## src/rtl/uart_tx_gen.sv

```systemverilog
// UART transmitter with a small write FIFO and per-frame configuration
// (5..8 data bits, none/even/odd/space parity, one or two stop bits).
module uart_tx_gen #(
   parameter int FIFO_DEPTH = 4,
   parameter int DIV_W      = 16
) (
   input  logic                             clk,
   input  logic                             rst_n,
   input  logic                             tx_dv,
   input  logic [7:0]                       tx_byte,
   output logic                             tx_ready,
   input  logic [1:0]                       data_bits,
   input  logic [1:0]                       parity_mode,
   input  logic                             stop_bits,
   input  logic [DIV_W-1:0]                 clks_per_bit,
   output logic                             tx_serial,
   output logic                             tx_active,
   output logic                             tx_done,
   output logic [$clog2(FIFO_DEPTH+1)-1:0]  fifo_count,
   output logic                             overflow
);

   localparam int PTR_W = $clog2(FIFO_DEPTH);
   localparam int CNT_W = $clog2(FIFO_DEPTH+1);

   typedef enum logic [2:0] {IDLE, START, DATA, PARITY, STOP, DONE} state_t;

   function automatic logic [DIV_W-1:0] eff_div(input logic [DIV_W-1:0] d);
      return (d < DIV_W'(2)) ? DIV_W'(2) : d;
   endfunction

   function automatic logic par_calc(input logic [7:0] d, input logic [1:0] mode);
      case (mode)
         2'd1:    return ^d;
         2'd2:    return ~^d;
         default: return 1'b0;
      endcase
   endfunction

   logic [7:0]       mem [FIFO_DEPTH];
   logic [PTR_W-1:0] wr_ptr, rd_ptr;
   logic [CNT_W-1:0] count_next;
   logic             full, empty, push, pop;

   state_t           state;
   logic [DIV_W-1:0] bit_cnt, cpb_eff;
   logic [2:0]       bit_idx, n_last;
   logic [7:0]       shreg, head_masked;
   logic [1:0]       par_mode;
   logic             par_bit, two_stop, stop_second, bit_last;

   assign full  = (fifo_count == CNT_W'(FIFO_DEPTH));
   assign empty = (fifo_count == '0);
   // A write while full is dropped even if the FSM pops in the same cycle.
   assign push  = tx_dv & ~full;
   assign pop   = (state == IDLE) & ~empty;

   assign head_masked = mem[rd_ptr] & (8'hFF >> (2'd3 - data_bits));
   assign bit_last    = (bit_cnt == cpb_eff - DIV_W'(1));

   always_comb begin
      count_next = fifo_count;
      case ({push, pop})
         2'b10:   count_next = fifo_count + CNT_W'(1);
         2'b01:   count_next = fifo_count - CNT_W'(1);
         default: count_next = fifo_count;
      endcase
   end

   always_ff @(posedge clk) begin
      if (push) mem[wr_ptr] <= tx_byte;
   end

   always_ff @(posedge clk or negedge rst_n) begin
      if (!rst_n) begin
         wr_ptr     <= '0;
         rd_ptr     <= '0;
         fifo_count <= '0;
         tx_ready   <= 1'b1;
         overflow   <= 1'b0;
      end else begin
         overflow   <= tx_dv & full;
         if (push) wr_ptr <= wr_ptr + PTR_W'(1);
         if (pop)  rd_ptr <= rd_ptr + PTR_W'(1);
         fifo_count <= count_next;
         tx_ready   <= (count_next != CNT_W'(FIFO_DEPTH));
      end
   end

   always_ff @(posedge clk or negedge rst_n) begin
      if (!rst_n) begin
         state       <= IDLE;
         bit_cnt     <= '0;
         cpb_eff     <= DIV_W'(2);
         bit_idx     <= '0;
         n_last      <= 3'd7;
         shreg       <= '0;
         par_mode    <= '0;
         par_bit     <= 1'b0;
         two_stop    <= 1'b0;
         stop_second <= 1'b0;
         tx_serial   <= 1'b1;
         tx_active   <= 1'b0;
         tx_done     <= 1'b0;
      end else begin
         case (state)
            IDLE: begin
               tx_serial <= 1'b1;
               tx_active <= 1'b0;
               tx_done   <= 1'b0;
               if (pop) begin
                  // Configuration is frozen here for the whole frame.
                  shreg     <= head_masked;
                  n_last    <= {1'b0, data_bits} + 3'd4;
                  par_mode  <= parity_mode;
                  par_bit   <= par_calc(head_masked, parity_mode);
                  two_stop  <= stop_bits;
                  cpb_eff   <= eff_div(clks_per_bit);
                  bit_cnt   <= '0;
                  tx_serial <= 1'b0;
                  tx_active <= 1'b1;
                  state     <= START;
               end
            end
            START: begin
               if (bit_last) begin
                  bit_cnt   <= '0;
                  bit_idx   <= '0;
                  tx_serial <= shreg[0];
                  shreg     <= shreg >> 1;
                  state     <= DATA;
               end else begin
                  bit_cnt <= bit_cnt + DIV_W'(1);
               end
            end
            DATA: begin
               if (bit_last) begin
                  bit_cnt <= '0;
                  if (bit_idx == n_last) begin
                     stop_second <= 1'b0;
                     if (par_mode != 2'd0) begin
                        tx_serial <= par_bit;
                        state     <= PARITY;
                     end else begin
                        tx_serial <= 1'b1;
                        state     <= STOP;
                     end
                  end else begin
                     bit_idx   <= bit_idx + 3'd1;
                     tx_serial <= shreg[0];
                     shreg     <= shreg >> 1;
                  end
               end else begin
                  bit_cnt <= bit_cnt + DIV_W'(1);
               end
            end
            PARITY: begin
               if (bit_last) begin
                  bit_cnt   <= '0;
                  tx_serial <= 1'b1;
                  state     <= STOP;
               end else begin
                  bit_cnt <= bit_cnt + DIV_W'(1);
               end
            end
            STOP: begin
               if (bit_last) begin
                  bit_cnt <= '0;
                  if (two_stop && !stop_second) begin
                     stop_second <= 1'b1;
                  end else begin
                     tx_active <= 1'b0;
                     tx_done   <= 1'b1;
                     state     <= DONE;
                  end
               end else begin
                  bit_cnt <= bit_cnt + DIV_W'(1);
               end
            end
            DONE: begin
               tx_serial <= 1'b1;
               tx_done   <= 1'b0;
               state     <= IDLE;
            end
            default: state <= IDLE;
         endcase
      end
   end

endmodule

```

## config.mk

```make
export PLATFORM = sky130hd
export DESIGN_NAME = uart_tx_gen
export DESIGN_NICKNAME = d
export VERILOG_FILES = /design/src/rtl/uart_tx_gen.sv
export SDC_FILE = /design/constraint.sdc
export NUM_CORES = 1
export LEC_CHECK = 0
export ABC_AREA = 1
export CAP_MARGIN = 20
export CELL_PAD_IN_SITES_DETAIL_PLACEMENT = 0
export CELL_PAD_IN_SITES_GLOBAL_PLACEMENT = 1
export CORE_ASPECT_RATIO = 0.9
export CORE_MARGIN = 8
export CORE_UTILIZATION = 48
export DETAILED_ROUTE_END_ITERATION = 8
export PLACE_DENSITY = 0.85
export SLEW_MARGIN = 20
export SYNTH_ARGS = -nofsm -noshare
export SYNTH_HDL_FRONTEND = slang
export SYNTH_SLANG_ARGS = --single-unit
```

## constraint.sdc

```tcl
create_clock -name clk -period 6.6 [get_ports clk]
set_input_delay 0.99 -clock clk [delete_from_list [all_inputs] [get_ports clk]]
set_output_delay 0.99 -clock clk [all_outputs]
set_load 0.02 [all_outputs]
```

# After elaboration in Yosys (flattened, before gate mapping)
# Memories as Yosys holds them, arrays and structs flattened.
# Index checks and enable logic that the tools add are counted.
# Widths: inputs -> output; s select.
totals:
  regBits: 66
  mem_bits_rw: 32
  in_bits: 32
  output_inout_bits: 8
  word_cells: 128
  memories: 1
mem_list:
  columns: ["name", "depth", "word_bits", "read_ports", "rd_ports_with_merged_regs", "write_ports", "line_no", "text"]
  rows:
  - ["mem", 4, 8, 1, 0, 1, "40", "logic [7:0] mem [FIFO_DEPTH];"]
classes:
  n_addsub: 9
  order_cmp: 1
  eq_ne: 22
  shifts: 1
  muxes: 45
  n_bitwise: 6
  reduce_logical: 25
op_table:
  columns: ["op", "n"]
  rows:
  - ["$mux 16", 3]
  - ["$mux 3", 11]
  - ["$mux 8", 4]
  - ["$pmux 16 s2", 1]
  - ["$pmux 8 s3", 1]
  - ["$ne 2x2->1 const B", 9]
  - ["$mux 1", 17]
  - ["$add 16x1->16 const B", 1]
  - ["$eq 16x16->1", 1]
  - ["$lt 16x2->1 const B", 1]
  - ["$sub 16x1->16 const B", 1]
  - ["$pmux 3 s5", 1]
  - ["$pmux 3 s2", 2]
  - ["$reduce_bool 2->1", 6]
  - ["$reduce_and 5->1", 2]
  - ["$eq 3x3->1 const B", 3]
  - ["$and 8x8->8", 1]
  - ["$pmux 1 s2", 4]
  - ["$reduce_and 4->1", 2]
  - ["$reduce_xnor 8->1", 1]
  - ["$reduce_xor 8->1", 1]
  - ["$shr 8x2->8 const A", 1]
  - ["$reduce_and 7->1", 1]
  - ["$add 3x1->3 const B", 2]
  - ["other kinds (22)", 32]

# Longest topological paths before layout
depth:
  depth_word: 6
  mapped_depth: 17
  mapped_depth_nobuf: 16

# Worst setup path before layout
# OpenSTA, ideal clock, no wires.
synth_path:
  kind: "reg-to-reg"
  from: "register state[0]"
  to: "register tx_ready"
  setup_time_ns: 0.083
  arrival_ns: 2.304
  required_ns: 6.517
  slack_ns: 4.213
  path_stages_with_launch: 14
  n_path_buf: 1
  period_less_slack_ns: 2.387
  cell_sequence: "dfrtp_1 nor2_2 inv_2 nor2_1 inv_2 nor2_4 buf_1 ha_1 inv_1 fa_1 a21oi_1 o21ai_0 xnor2_1 nand2_1"
synth_between:
  elab_chain_len: 5
  elab_cells_between_ends: 6
  classes_between: "3 x eq/ne; 1 x mux; 1 x bitwise; 1 x reduce/logical"
synth_lines:
  columns: ["item", "line_no", "text"]
  rows:
  - ["start, declared", "45", "state_t state;"]
  - ["start signal, assigned", "92", "state <= IDLE;"]
  - ["start signal, assigned", "122", "state <= START;"]
  - ["start signal, assigned", "131", "state <= DATA;"]
  - ["$logic_not 3->1 *", "56", "assign pop = (state == IDLE) & ~empty;"]
  - ["$and 1x1->1 *", "56", null]
  - ["net pop", "43", "logic full, empty, push, pop;"]
  - ["$eq 2x1->1 or $eq 2x2->1 (tied branches)", "63", "case ({push, pop})"]
  - ["$pmux 3 s2 *", "63", null]
  - ["net count_next[2]", "42", "logic [CNT_W-1:0] count_next;"]
  - ["$ne 3x3->1 *", "86", "tx_ready <= (count_next != CNT_W'(FIFO_DEPTH));"]
  - ["end signal, assigned", "86", null]
  - ["end, declared", "11", "output logic tx_ready,"]
# The timed path passes the listed nets; every way through them passes the cells marked *.
# A chain may end at the register's enable or synchronous reset.

# Worst setup path after layout
layout_path:
  from: "register state[0]"
  to: "register tx_ready"
layout_between:
  elab_chain_len: 5
  elab_cells_between_ends: 6
  classes_between: "3 x eq/ne; 1 x mux; 1 x bitwise; 1 x reduce/logical"
layout_lines:
  columns: ["item", "line_no"]
  rows:
  - ["$logic_not 3->1 *", "56"]
  - ["$and 1x1->1 *", "56"]
  - ["$eq 2x1->1 or $eq 2x2->1 (tied branches)", "63"]
  - ["$pmux 3 s2 *", "63"]
  - ["net count_next[2]", "42"]
  - ["$ne 3x3->1 *", "86"]
# Marked as above.

==> key figures <==
Timing
  • Slew Viols, Final: 0
  • Clk_skew: 0.00991 ns
  • Max Clock Freq: 359 MHz
  • Slew of the pin with the lowest slew margin: 0.829 ns
  • Tcrit/Tclk final: 42.3%
  • Final hold viol count: 0
  • Final worst path period need: 2.79 ns
  • Sum Neg Setup Slack: 0 ns
  • Final WS setup: 3.81 ns
  • Max-slew headroom: 44.7%
  • Final setup fails: 0
  • RSZ-0062 raised after global routing: false

Global routing
  • Largest net degree at the start of global routing: 66
  • Grt total ovfl: 0
  • GRT Overall Usage: 17.5%
  • Met2 GRT Util: 30.1%
  • Met1 usage: 21.3%
  • Global-route track usage on met3: 2.85%
  • First-pass GRT wire length: 20600 microns
  • Number of global-route vias before repair: 4249
  • Initial antenna violation count: 0
  • GR peak layer: met2

Die
  • Die Wd: 128 microns
  • Initial Util: 48.4%
  • Die H: 117 microns
  • Core Area: 0.0112 sq mm
  • Die area: 0.0150 sq mm
  • Row count: 37
  • IO Count: 40

Synthesis
  • Yosys top cell area share: 27.7%
  • Synth cell types: 39
  • Post-synthesis sequential area ratio: 47.8%
  • Mapped Cells: 670
  • Average size of a mapped cell: 8.09 sq um
  • Fraction of registers with async set/reset: 67.0%
  • Flop and latch count out of synthesis: 97
  • Synthesized net count: 711
  • Post-synth top area cell: dfrtp_1
  • Synthesized area: 0.00542 sq mm
  • Synth Flop Type: dfrtp_1
  • Number of flops mapped to enable cells by yosys: 32
  • Ys Warns: 0
  • Top cells by area, synth: dfrtp_1, edfxtp_1, nand2_1

CTS
  • PostCTS Resize Cnt: 0
  • CTS H-tree lvls: 3
  • CTS tree: yes
  • Setup Buffers After CTS: 0
  • Max clock buf depth: 2
  • Cts-stage hold buffer count: 0
  • Clk root buf: clkbuf_16
  • # clock sinks: 97
  • Worst-path clk slew: 0.06 ns
  • CTS Buf Count: 9
  • Clk_lat worst skew: 0.35 ns

Placement
  • DP Area: 0.00595 sq mm
  • Final Wtd Congestion: 0.876
  • I/O Buffers: 39
  • Pre-CTS setup slack: 3.63 ns
  • DP HPWL: 9180 microns

Pwr
  • Leakage power: 0.00285 uW
  • Post-layout power: 3030 uW
  • VDD IR max: 247 uV
  • Power per cell area: 484 mW/mm^2

Run status
  • Status: completed

Critical path
  • Crit path buf inv count: 3
  • R2r setup slk: 3.81 ns
  • R2r endpoint: tx_ready
  • Critical path class: flip-flop to flip-flop
  • CP Max Fanout: 25
  • Crit-path max cell delay: 0.49 ns
  • Crit-path cells: nor2_2, inv_2, nor2_1, inv_2, nor2_4, ha_1, inv_1, fa_1, a21oi_1, o21ai_0, xnor2_1, nand2_1
  • Cell mode on critical path: inv_2
  • R2r startpoint: state[0]
  • Delay-heaviest family, CP: simple AND/OR/NAND/NOR gates
  • WP data arrival: 3.06 ns
  • CP max-delay cell: nor2_4
  • Path length in cells of the critical path: 12
  • Setup crit end kind: flip-flop
  • WP data required: 6.87 ns
  • Worst reg2reg path depth: 12
  • Worst Setup Start Kind: flip-flop

Route
  • Final ANT Viol Nets: 0
  • Drt first-iter violations: 348
  • Detailed-route vias per instance: 4.96
  • Drt wl/cell: 13.8 microns
  • DR DRC count: 0
  • First-pass iteration count of the detailed router: 4
  • Vias post-DR: 4312
  • Final WL: 12000 microns

Run
  • Max-cap violations: 0

Cells and area
  • Fin nets: 750
  • Fraction of layout cells with a size suffix above 1: 9.52%
  • ANT cells: 0
  • Commonest cells after routing, fill and taps aside: nand2_1, inv_1, dfrtp_1
  • Commonest non-fill, non-tap cell in the layout: nand2_1
  • Area Overhead vs Synth: 15.3%
  • Post-route cell area: 0.00625 sq mm

Worst hold path
  • Hold EP: tx_serial
  • Hold WC Path Type: flip-flop to flip-flop
  • WHS Path Cells: 2
  • Worst Hold Launch: tx_serial
where the power goes:
part | leakage (uW) | internal, uW | total [uW] | switching (uW)
registers | 0.00111 | 829 | 1010 | 185
clock network | 0.000140 | 296 | 525 | 229
logic | 0.00159 | 516 | 1490 | 971
total | 0.00285 | 1640 | 3030 | 1390
worst register-to-register path, stage by stage, from the launching register on:
cell     delay (ns)
dfrtp_1        0.43
nor2_2         0.18
inv_2          0.06
nor2_1         0.16
inv_2          0.08
nor2_4         0.49
ha_1           0.27
inv_1          0.07
fa_1           0.39
a21oi_1        0.16
o21ai_0        0.12
xnor2_1        0.21
nand2_1        0.08
cell usage after synthesis, types with 8 or more instances:
cell type / n
nor2_2: 9
o21ai_0: 36
nor3_1: 8
dfrtp_1: 60
edfxtp_1: 32
xor2_1: 25
ha_1: 8
nand3_1: 39
a21oi_1: 11
inv_2: 9
inv_1: 65
xnor2_1: 14
nand2_1: 216
nor2_1: 58
stage by stage:
| step | util, % | instances | hold slack [ns] |
|---|---|---|---|
| 6_report | 55.8 | 870 | 0.474 |
| 5_1_grt | 55.8 | 870 | 0.498 |
| 4_1_cts | 55.8 | 870 | 0.478 |
| 3_5_place_dp | 53.1 | 854 | 0.463 |
| 3_3_place_gp | 53.1 | 854 | 0.458 |
| 2_1_floorplan | - | 670 | 0.444 |
how the worst max path moves through the flow:
stage             start           to  slack, ns
6_report       state[0]     tx_ready       3.81
4_1_cts        state[0]     tx_ready       3.80
3_3_place_gp      tx_dv     tx_ready       3.76
3_5_place_dp      tx_dv     tx_ready       3.63
5_1_grt        state[0]  bit_cnt[12]       3.57
2_1_floorplan  state[0]     tx_ready       4.21
area by class of cell:
| class | count | area, sq um |
|---|---|---|
| clock inverters | 7 | 75.1 |
| well taps | 156 | 195 |
| repair buffers | 40 | 393 |
| multi-input cells | 486 | 2490 |
| flip-flops and latches | 97 | 2590 |
| clock buffers | 9 | 225 |
| fillers | 1090 | 4950 |
| inverters | 75 | 282 |
flip-flops by register name, indices dropped and copies added (netlist names), 3 cells and up:
| register | cells |
|---|---|
| shreg | 8 |
| cpb_eff | 16 |
| bit_cnt | 16 |
| fifo_count | 3 |
| state | 3 |
| bit_idx | 3 |
| mem | 32 |
cell families after synthesis:
family	Yosys count	share of synthesized area [%]
and+or+nand+nor	371	30.4
xor gates and xnor gates	39	6.30
buffers and inverters	87	6.23
AOI/OAI and AO/OA	67	7.02
DFF	97	47.8
adders and majority gates	9	2.22
layer usage:
layer | part of all wire [%] | vias up
met5 | 0 | -
li1 | - | 2227
met4 | 2.2 | 0
met2 | 50 | 56
met1 | 46 | 2015
met3 | 2.5 | 14
Note: power is estimated with default switching activity, not from simulation.
